[src/rtl/can_ifd_pkg.sv]
// Shared types and default configuration for the CAN interframe tracker.
package can_ifd_pkg;

   typedef enum logic [1:0] {
      S_INIT  = 2'd0,
      S_S1    = 2'd1,
      S_S2    = 2'd2,
      S_VALID = 2'd3
   } sample_t;

   typedef enum logic [1:0] {
      P_FRAME        = 2'd0,
      P_INTERMISSION = 2'd1,
      P_SUSPEND      = 2'd2,
      P_IDLE         = 2'd3
   } phase_t;

   localparam int unsigned DEF_RECESSIVE_THRESH  = 10;
   localparam int unsigned DEF_INTERMISSION_BITS = 3;
   localparam int unsigned DEF_SUSPEND_BITS      = 8;
   localparam int unsigned DEF_CNT_W             = 4;

   function automatic logic maj3(input logic a, input logic b, input logic c);
      return (a & b) | (a & c) | (b & c);
   endfunction

endpackage

[src/rtl/can_bit_voter.sv]
// Resolves one CAN bit from one or three sample strobes (majority of three).
module can_bit_voter
   import can_ifd_pkg::*;
(
   input  logic    clk,
   input  logic    reset,
   input  logic    i_din,
   input  logic    i_sample_pulse,
   input  logic    i_rate_sel,
   output logic    o_bit_valid,
   output logic    o_bit_value,
   output sample_t o_state
);

   sample_t r_state;
   logic    r_s0;
   logic    r_s1;
   logic    r_value;

   // The rate choice is folded into the S_INIT transition, so a mid-bit change
   // of i_rate_sel cannot alter the bit already in progress.
   always_ff @(posedge clk or posedge reset) begin
      if (reset) begin
         r_state <= S_INIT;
         r_s0    <= 1'b0;
         r_s1    <= 1'b0;
         r_value <= 1'b0;
      end else begin
         case (r_state)
            S_INIT: begin
               if (i_sample_pulse) begin
                  r_s0 <= i_din;
                  if (i_rate_sel) begin
                     r_state <= S_S1;
                  end else begin
                     r_value <= i_din;
                     r_state <= S_VALID;
                  end
               end
            end
            S_S1: begin
               if (i_sample_pulse) begin
                  r_s1    <= i_din;
                  r_state <= S_S2;
               end
            end
            S_S2: begin
               if (i_sample_pulse) begin
                  r_value <= maj3(r_s0, r_s1, i_din);
                  r_state <= S_VALID;
               end
            end
            default: r_state <= S_INIT;
         endcase
      end
   end

   assign o_bit_valid = (r_state == S_VALID);
   assign o_bit_value = r_value;
   assign o_state     = r_state;

endmodule

[src/rtl/can_interframe_tracker.sv]
// CAN bus phase tracker: frame -> intermission -> (suspend) -> idle, with
// overload/SOF pulses. Define IFD_SUSPEND_TX_EN to enable the suspend phase.
module can_interframe_tracker
   import can_ifd_pkg::*;
#(
   parameter int unsigned RECESSIVE_THRESH  = DEF_RECESSIVE_THRESH,
   parameter int unsigned INTERMISSION_BITS = DEF_INTERMISSION_BITS,
   parameter int unsigned SUSPEND_BITS      = DEF_SUSPEND_BITS,
   parameter int unsigned CNT_W             = DEF_CNT_W
) (
   input  logic             clk,
   input  logic             reset,
   input  logic             dIn,
   input  logic             samplePulse,
   input  logic             rateSelector,
   input  logic             errorPassive,
   output logic             bitValid,
   output logic             bitValue,
   output logic             interframePeriod,
   output logic             intermission,
   output logic             busIdle,
   output logic             overloadDetect,
   output logic             sofDetect,
   output logic             suspendActive,
   output logic [CNT_W-1:0] bitCount,
   output logic [7:0]       DBG
);

   localparam logic [CNT_W:0] L_THRESH = (CNT_W+1)'(RECESSIVE_THRESH);
   localparam logic [CNT_W:0] L_INTER  = (CNT_W+1)'(INTERMISSION_BITS);
   localparam logic [CNT_W:0] L_SUSP   = (CNT_W+1)'(SUSPEND_BITS);

   logic             w_bit_valid;
   logic             w_bit_value;
   sample_t          w_state;
   phase_t           r_phase;
   logic [CNT_W-1:0] r_cnt;
   logic             r_ovl;
   logic             r_sof;
   logic [CNT_W:0]   w_inc;
   logic [CNT_W+3:0] w_dbg_full;

   can_bit_voter u_voter (
      .clk            (clk),
      .reset          (reset),
      .i_din          (dIn),
      .i_sample_pulse (samplePulse),
      .i_rate_sel     (rateSelector),
      .o_bit_valid    (w_bit_valid),
      .o_bit_value    (w_bit_value),
      .o_state        (w_state)
   );

   // One bit wider than the counter so threshold compares never see a wrap.
   assign w_inc = {1'b0, r_cnt} + (CNT_W+1)'(1);

   always_ff @(posedge clk or posedge reset) begin
      if (reset) begin
         r_phase <= P_FRAME;
         r_cnt   <= '0;
         r_ovl   <= 1'b0;
         r_sof   <= 1'b0;
      end else begin
         r_ovl <= 1'b0;
         r_sof <= 1'b0;
         if (w_bit_valid) begin
            case (r_phase)
               P_FRAME: begin
                  if (!w_bit_value) begin
                     r_cnt <= '0;
                  end else if (w_inc >= L_THRESH) begin
                     r_phase <= P_INTERMISSION;
                     r_cnt   <= '0;
                  end else begin
                     r_cnt <= w_inc[CNT_W-1:0];
                  end
               end
               P_INTERMISSION: begin
                  if (!w_bit_value) begin
                     // Only the final intermission bit may legally carry a SOF.
                     if (w_inc < L_INTER) r_ovl <= 1'b1;
                     else                 r_sof <= 1'b1;
                     r_phase <= P_FRAME;
                     r_cnt   <= '0;
                  end else if (w_inc >= L_INTER) begin
`ifdef IFD_SUSPEND_TX_EN
                     r_phase <= errorPassive ? P_SUSPEND : P_IDLE;
`else
                     r_phase <= P_IDLE;
`endif
                     r_cnt   <= '0;
                  end else begin
                     r_cnt <= w_inc[CNT_W-1:0];
                  end
               end
`ifdef IFD_SUSPEND_TX_EN
               P_SUSPEND: begin
                  if (!w_bit_value) begin
                     r_sof   <= 1'b1;
                     r_phase <= P_FRAME;
                     r_cnt   <= '0;
                  end else if (w_inc >= L_SUSP) begin
                     r_phase <= P_IDLE;
                     r_cnt   <= '0;
                  end else begin
                     r_cnt <= w_inc[CNT_W-1:0];
                  end
               end
`endif
               P_IDLE: begin
                  if (!w_bit_value) begin
                     r_sof   <= 1'b1;
                     r_phase <= P_FRAME;
                     r_cnt   <= '0;
                  end else if (r_cnt != '1) begin
                     r_cnt <= w_inc[CNT_W-1:0];
                  end
               end
               default: begin
                  r_phase <= P_FRAME;
                  r_cnt   <= '0;
               end
            endcase
         end
      end
   end

`ifdef IFD_SUSPEND_TX_EN
   assign suspendActive = (r_phase == P_SUSPEND);
`else
   logic w_unused_cfg;
   assign w_unused_cfg  = ^{errorPassive, L_SUSP};
   assign suspendActive = 1'b0;
`endif

   assign bitValid         = w_bit_valid;
   assign bitValue         = w_bit_value;
   assign interframePeriod = (r_phase != P_FRAME);
   assign intermission     = (r_phase == P_INTERMISSION);
   assign busIdle          = (r_phase == P_IDLE);
   assign overloadDetect   = r_ovl;
   assign sofDetect        = r_sof;
   assign bitCount         = r_cnt;
   assign w_dbg_full       = {w_state, r_phase, r_cnt};
   assign DBG              = 8'(w_dbg_full);

endmodule

[config.mk]
export PLATFORM = sky130hd
export DESIGN_NAME = can_interframe_tracker
export DESIGN_NICKNAME = d
export VERILOG_FILES = /design/src/rtl/can_ifd_pkg.sv /design/src/rtl/can_bit_voter.sv /design/src/rtl/can_interframe_tracker.sv
export SDC_FILE = /design/constraint.sdc
export NUM_CORES = 1
export LEC_CHECK = 0
export ABC_AREA = 1
export CORE_MARGIN = 2
export CORE_UTILIZATION = 42
export DETAILED_ROUTE_END_ITERATION = 7
export HOLD_SLACK_MARGIN = 0.08
export PLACE_DENSITY = 0.8
export SLEW_MARGIN = 20
export SYNTH_ARGS = -nofsm -noshare
export SYNTH_HDL_FRONTEND = slang
export SYNTH_SLANG_ARGS = --single-unit
[constraint.sdc]
create_clock -name clk -period 1.48 [get_ports clk]
set_input_delay 0.148 -clock clk [delete_from_list [all_inputs] [get_ports clk]]
set_output_delay 0.148 -clock clk [all_outputs]
set_load 0.005 [all_outputs]
==> impl_metrics.yaml, run 1 <==
sta:
  holdWs_ns: 0.187
  rsz0062_at_grt: "true"
  setup_viol: 2
  fin_crit_sh_pct: 102
  drv_slew: 0
  setup_ws_ns: -0.0228
  maxSlewHeadroom_pct: 66.3
  max_freq_ghz: 0.665
  final.min_clock_period_ns: 1.50
  hold_violations: 0
  worst_pin_slew_ns: 0.505
  skew_ns: 0.00621
setup_path:
  cpPeakStageDelay_ns: 0.47
  crit_path_end_kind: "flip-flop"
  slowest_stage: "dfrtp_2"
  start_kind: "flip-flop"
  r2r_slack_ns: -0.02
  cp_max_fo: 5
  crit_type: "flip-flop to flip-flop"
  critPathMostFrequentCell: "nand2_1"
  r2r-end: "r_phase[0]$_DFFE_PP0P_"
  r2r_cells: 12
  critPathBufInv: 2
  worstPathCellList: "inv_2 > ha_4 > inv_2 > nand2_1 > nand2_1 > nor2_2 > nand3_2 > nand2_2 > nor2_4 > nand2_2 > nand2_1 > nand2_1"
  critPathTopFamily: "simple AND/OR/NAND/NOR gates"
  r2r_start: "bitCount[0]$_DFFE_PP0P_"
  worstPathRequired_ns: 1.66
  cp_data_arrival_time_ns: 1.68
pwr:
  finalPower_mw: 2.46
  power_density_nw_per_um2: 1700
  peakVddDrop_mv: 1.31
  leakage_nw: 0.762
finish:
  finalCoreUtilization_pct: 66.7
  final_cells: 189
  final_nets: 175
  drive_above_1_share_pct: 36.0
  syn_to_final_growth_pct: 51.5
  antenna_cells: 0
routing:
  drc: 0
  drt_wl_total_mm: 2.38
  dr.first_iter.drc_count: 5
  ant_nets: 0
  vias: 940
  vias_per_cell: 4.97
  wire_per_inst_um: 12.6
  first_pass_iters: 5
floorplanning:
  rows: 17
  die_w_um: 51.7
  io_pins: 26
  die_area_um2: 2670
  core_area_um2: 2170
  initial_utilization_pct: 44.0
  fp.dieH_um: 51.7
synthesis:
  syn_nets: 135
  synth_area_um2: 955
  syn-instance-count: 122
  yosysSeqAreaShare_pct: 34.1
  synth_seq_cells: 13
  synth_fa_ha_area_share_pct: 9.17
  muxShareOfSynthArea_pct: 0
  synth_top_family_by_area: "simple AND/OR/NAND/NOR gates"
  synthXorXnorAreaFrac_pct: 0
  synth_cell_types: 27
  synth-simple-area-share_pct: 33.6
  syn_avg_cell_area_um2: 7.83
  synth_compound_area_share_pct: 9.96
  ys_warn_count: 0
cts:
  postCtsHoldBufs: 0
  cts_buffer_depth: 2
  cts_max_level: 1
  cts_root_buf: "clkbuf_4"
  clkTransAtPathRegs_ns: 0.08
  cts_buffers: 3
  clk_latency_ns: 0.28
  cts_tree: "done"
  cts.sinks: 13
worst_hold_path:
  min-delay-path-class: "primary input to asynchronous set/reset pin"
outcome:
  violations: "negative setup slack"
  status: "finished, violations left"
run:
  maxCapViolCount: 0
grt:
  grt_pass1_wl_mm: 3.66
  grt_pass1_vias: 873
  grt-ovfl-total: 0
  grt_max_degree: 14
  track_usage_pct: 18.3
  antenna_found_initial: 0
placed_design:
  port-buffer-count: 23
  hpwl_mm: 1.68
  place_inst: 173
  gp_congestion: 0.797
layout by cell type (no fill, tap or decap), drive strengths merged:
cell	instances
nor2	8
ha	7
nand3	9
nor3b	2
conb	1
o22ai	1
bufinv	1
nor3	4
nand4	3
clkdlybuf4s50	15
o21a	1
dfrtp	13
dlygate4sd2	4
a31oi	2
o211ai	2
a21oi	3
inv	18
clkbuf	4
buf	17
o21ai	4
o21bai	1
dlymetal6s2s	4
nand2	37
where the power goes:
part	internal [mW]	switching, mW
clock network	0.105	0.121
logic	0.823	0.720
registers	0.488	0.205
worst max path at each step:
| stage | cells after the start | slack, ns | startpoint | end |
|---|---|---|---|---|
| 5_1_grt | 12 | -0.11 | bitCount[0]$_DFFE_PP0P_ | r_phase[0]$_DFFE_PP0P_ |
| 4_1_cts | 12 | -0.02 | bitCount[0]$_DFFE_PP0P_ | r_phase[0]$_DFFE_PP0P_ |
| 2_1_floorplan | 12 | 0.01 | bitCount[0]$_DFFE_PP0P_ | r_phase[1]$_DFFE_PP0P_ |
| 3_5_place_dp | 12 | -0.04 | bitCount[0]$_DFFE_PP0P_ | r_phase[0]$_DFFE_PP0P_ |
| 6_report | 12 | -0.02 | bitCount[0]$_DFFE_PP0P_ | r_phase[0]$_DFFE_PP0P_ |
| 3_3_place_gp | 12 | -0.002 | bitCount[0]$_DFFE_PP0P_ | r_phase[1]$_DFFE_PP0P_ |
cell families after synthesis:
kind of cell               count (synthesis)
adders and majority gates                  7
buffers and inverters                     24
other                                      1
AOI/OAI and AO/OA                         14
DFF                                       13
and+or+nand+nor                           63
sequential cells by signal, indices dropped and copies added, names as in the netlist:
signal,cells
bitCount,4
overloadDetect,1
r_phase,2
sofDetect,1
u_voter.o_bit_value,1
u_voter.o_state,2
u_voter.r_s0,1
u_voter.r_s1,1
timing repair:
| action | CTS | global route |
|---|---|---|
| setup buffers | 10 | 2 |
| setup endpoints to repair | 14 | 17 |
| cloned | 0 | 0 |
| gates resized for setup | 21 | 16 |
| pin swaps | 2 | 3 |
cell usage after synthesis (all sizes together):
cell     n  area share (%)
a21oi    3             1.6
inv     18             7.1
buf      5             3.9
nand2   37              17
o21a     1            0.79
ha       7             9.2
o211ai   2             1.6
a31oi    2             1.3
nor3     4             2.1
nor2     8             4.2
o22ai    1            0.66
conb     1            0.39
nor3b    2             1.6
bufinv   1             1.8
o21bai   1            0.79
o21ai    4             3.3
dfrtp   13              34
nand4    3             2.0
nand3    9             6.3
final cells by class:
| cell class | instances | area, µm² |
|---|---|---|
| Multi-Input combinational cell | 85 | 589 |
| Timing Repair Buffer | 40 | 374 |
| Tap cell | 28 | 35.0 |
| Fill cell | 185 | 723 |
| Inverter | 19 | 85.1 |
| Clock buffer | 4 | 26.3 |
| Sequential cell | 13 | 337 |
metal layers:
layer,wire (µm),up-vias,global-route usage (%)
met3,70,6,1.72
li1,-,464,-
met4,32,0,6.58
met1,996,445,20.6
met2,1280,25,35.3
met5,0,-,0
through the flow:
stage | setup slack [ns] | area, µm² | TNS [ns]
global placement | -0.00234 | 1220 | -0.00359
floorplan | 0.0141 | 956 | 0
global route | -0.110 | 1450 | -0.725
detailed placement | -0.0435 | 1220 | -0.0965
finish | -0.0228 | 1450 | -0.0364
CTS | -0.0231 | 1370 | -0.0331
Note: power is estimated with default switching activity, not from simulation.
==> inputs of run 2 (changes only) <==
--- a/config.mk
+++ b/config.mk
@@ -6,11 +6,14 @@
 export NUM_CORES = 1
 export LEC_CHECK = 0
 export ABC_AREA = 1
+export CELL_PAD_IN_SITES_DETAIL_PLACEMENT = 0
+export CELL_PAD_IN_SITES_GLOBAL_PLACEMENT = 1
 export CORE_MARGIN = 2
-export CORE_UTILIZATION = 42
+export CORE_UTILIZATION = 30
+export CTS_CLUSTER_SIZE = 12
 export DETAILED_ROUTE_END_ITERATION = 7
 export HOLD_SLACK_MARGIN = 0.08
-export PLACE_DENSITY = 0.8
+export PLACE_DENSITY_LB_ADDON = 0.1
 export SLEW_MARGIN = 20
 export SYNTH_ARGS = -nofsm -noshare
 export SYNTH_HDL_FRONTEND = slang
==> impl_metrics.yaml, run 2 (synthesis gave the netlist of run 1 again) <==
cts:
  clkTransAtPathRegs_ns: 0.08
  cts_root_buf: "clkbuf_4"
  clk_latency_ns: 0.27
  cts_max_level: 1
  cts_buffer_depth: 2
  cts_tree: "done"
  cts.sinks: 13
  cts_buffers: 3
  postCtsHoldBufs: 0
sta:
  rsz0062_at_grt: "true"
  maxSlewHeadroom_pct: 66.0
  skew_ns: 0.00171
  setup_viol: 3
  worst_pin_slew_ns: 0.509
  setup_ws_ns: -0.0397
  drv_slew: 0
  fin_crit_sh_pct: 103
  hold_violations: 0
  timing.setup.tns_ns: -0.0700
  max_freq_ghz: 0.658
  final.min_clock_period_ns: 1.52
floorplanning:
  rows: 20
  initial_utilization_pct: 31.5
  die_area_um2: 3650
  fp.dieH_um: 60.4
  io_pins: 26
  die_w_um: 60.4
  core_area_um2: 3030
routing:
  wire_per_inst_um: 10.8
  first_pass_iters: 3
  routed-wl-met3_um: 50
  ant_nets: 0
  drc: 0
  met1Wirelength_mm: 1.03
  drt_wl_total_mm: 2.25
  dr_wl_met2_mm: 1.15
  highest_layer: "met4"
  vias: 918
  dr.first_iter.drc_count: 22
  vias_per_cell: 4.39
outcome:
  violations: "negative setup slack"
  status: "finished, violations left"
pwr:
  seqPwrFrac_pct: 25.9
  finalPower_mw: 2.43
  p_clk_share_pct: 8.8
  p_int_mw: 1.44
  pwr-share-comb_pct: 65.3
  power_density_nw_per_um2: 1670
  peakVddDrop_mv: 0.780
  leakage_nw: 0.742
  switching_share_pct: 40.7
  switchingPower_uw: 989
finish:
  antenna_cells: 0
  multi_input_area_um2: 563
  layout_commonest_cell: "nand2_1"
  final_cell_mix: "nand2_1, buf_4, clkdlybuf4s50_1, inv_1, nand2_2"
  fin_area_um2: 1450
  seq_area_um2: 334
  final_nets: 179
  final_cells: 209
  fill_cells: 306
  drive_above_1_share_pct: 36.4
  largest_reg_flops: 4
  syn_to_final_growth_pct: 52.2
setup_path:
  crit_type: "flip-flop to flip-flop"
  r2r-end: "r_phase[0]$_DFFE_PP0P_"
  r2r_start: "bitCount[0]$_DFFE_PP0P_"
  r2r_slack_ns: -0.04
  r2r_cells: 12
  start_kind: "flip-flop"
  worstPathRequired_ns: 1.64
  crit_path_end_kind: "flip-flop"
  cp_data_arrival_time_ns: 1.68
  cp_max_fo: 4
grt:
  grt_pass1_wl_mm: 3.63
  track_usage_pct: 13.3
  grt-ovfl-total: 0
  antenna_found_initial: 0
  grt_max_degree: 14
  grt_pass1_vias: 842
placed_design:
  hpwl_mm: 1.59
  place_inst: 191
  post_dp_cell_area_um2: 1260
  gp_congestion: 0.723
  dp_worst_setup_slack_ns: -0.00463
  port-buffer-count: 23
run:
  maxCapViolCount: 0
worst_hold_path:
  min-delay-path-class: "primary input to asynchronous set/reset pin"
run 2: worst max-delay path, stage by stage, from the launching register on:
cell and delay, ns:
dfrtp_2 0.45, inv_2 0.09, ha_4 0.20, inv_2 0.05
nand2_1 0.05, nand2_1 0.07, nor2_2 0.04, nand3_2 0.07
nand2_2 0.06, nor2_4 0.13, nand2_2 0.07, nand2_2 0.06
nand2_1 0.05
run 2: power by group through the flow:
stage / sequential (mW) / combinational [mW] / clock (mW)
after global placement: 0.640 / 1.29 / 0
after global routing: 0.654 / 1.76 / 0.250
after CTS: 0.625 / 1.41 / 0.228
final: 0.630 / 1.59 / 0.213
after floorplan: 0.637 / 0.746 / 0
after detailed placement: 0.639 / 1.29 / 0
run 2: final cells by class:
class | count | share of cell area [%]
timing repair buffer | 44 | 26.8
sequential | 13 | 23.0
clock buffer | 4 | 1.81
inverter | 19 | 5.86
multi-input combinational | 85 | 38.8
tap | 44 | 3.79
run 2: repair_timing:
action | in CTS | in global routing
cloned | 0 | 0
endpoints found under the setup margin | 11 | 17
setup buffers | 8 | 6
pin swaps | 2 | 4
gates resized for setup | 14 | 14
run 2: worst max-delay path by stage:
| stage | endpoint | startpoint | cells after the start |
|---|---|---|---|
| 2_1_floorplan | r_phase[1]$_DFFE_PP0P_ | bitCount[0]$_DFFE_PP0P_ | 12 |
| 3_3_place_gp | r_phase[0]$_DFFE_PP0P_ | bitCount[0]$_DFFE_PP0P_ | 12 |
| 3_5_place_dp | r_phase[1]$_DFFE_PP0P_ | bitCount[0]$_DFFE_PP0P_ | 12 |
| 4_1_cts | r_phase[0]$_DFFE_PP0P_ | bitCount[0]$_DFFE_PP0P_ | 12 |
| 5_1_grt | r_phase[0]$_DFFE_PP0P_ | bitCount[0]$_DFFE_PP0P_ | 12 |
| 6_report | r_phase[0]$_DFFE_PP0P_ | bitCount[0]$_DFFE_PP0P_ | 12 |
run 2: per-stage QoR:
stage	utilization [%]	hold WS (ns)
after floorplan	-	0.0249
after global placement	41.5	0.506
after detailed placement	41.5	0.522
after CTS	44.8	0.219
after global routing	48.0	0.254
final	48.0	0.211
run 2: metal layers:
layer | global-route usage (%) | vias to the layer above
met3 | 1.28 | 2
met4 | 6.52 | 0
met1 | 16.7 | 434
met5 | 0 | -
met2 | 23.0 | 10
li1 | - | 472
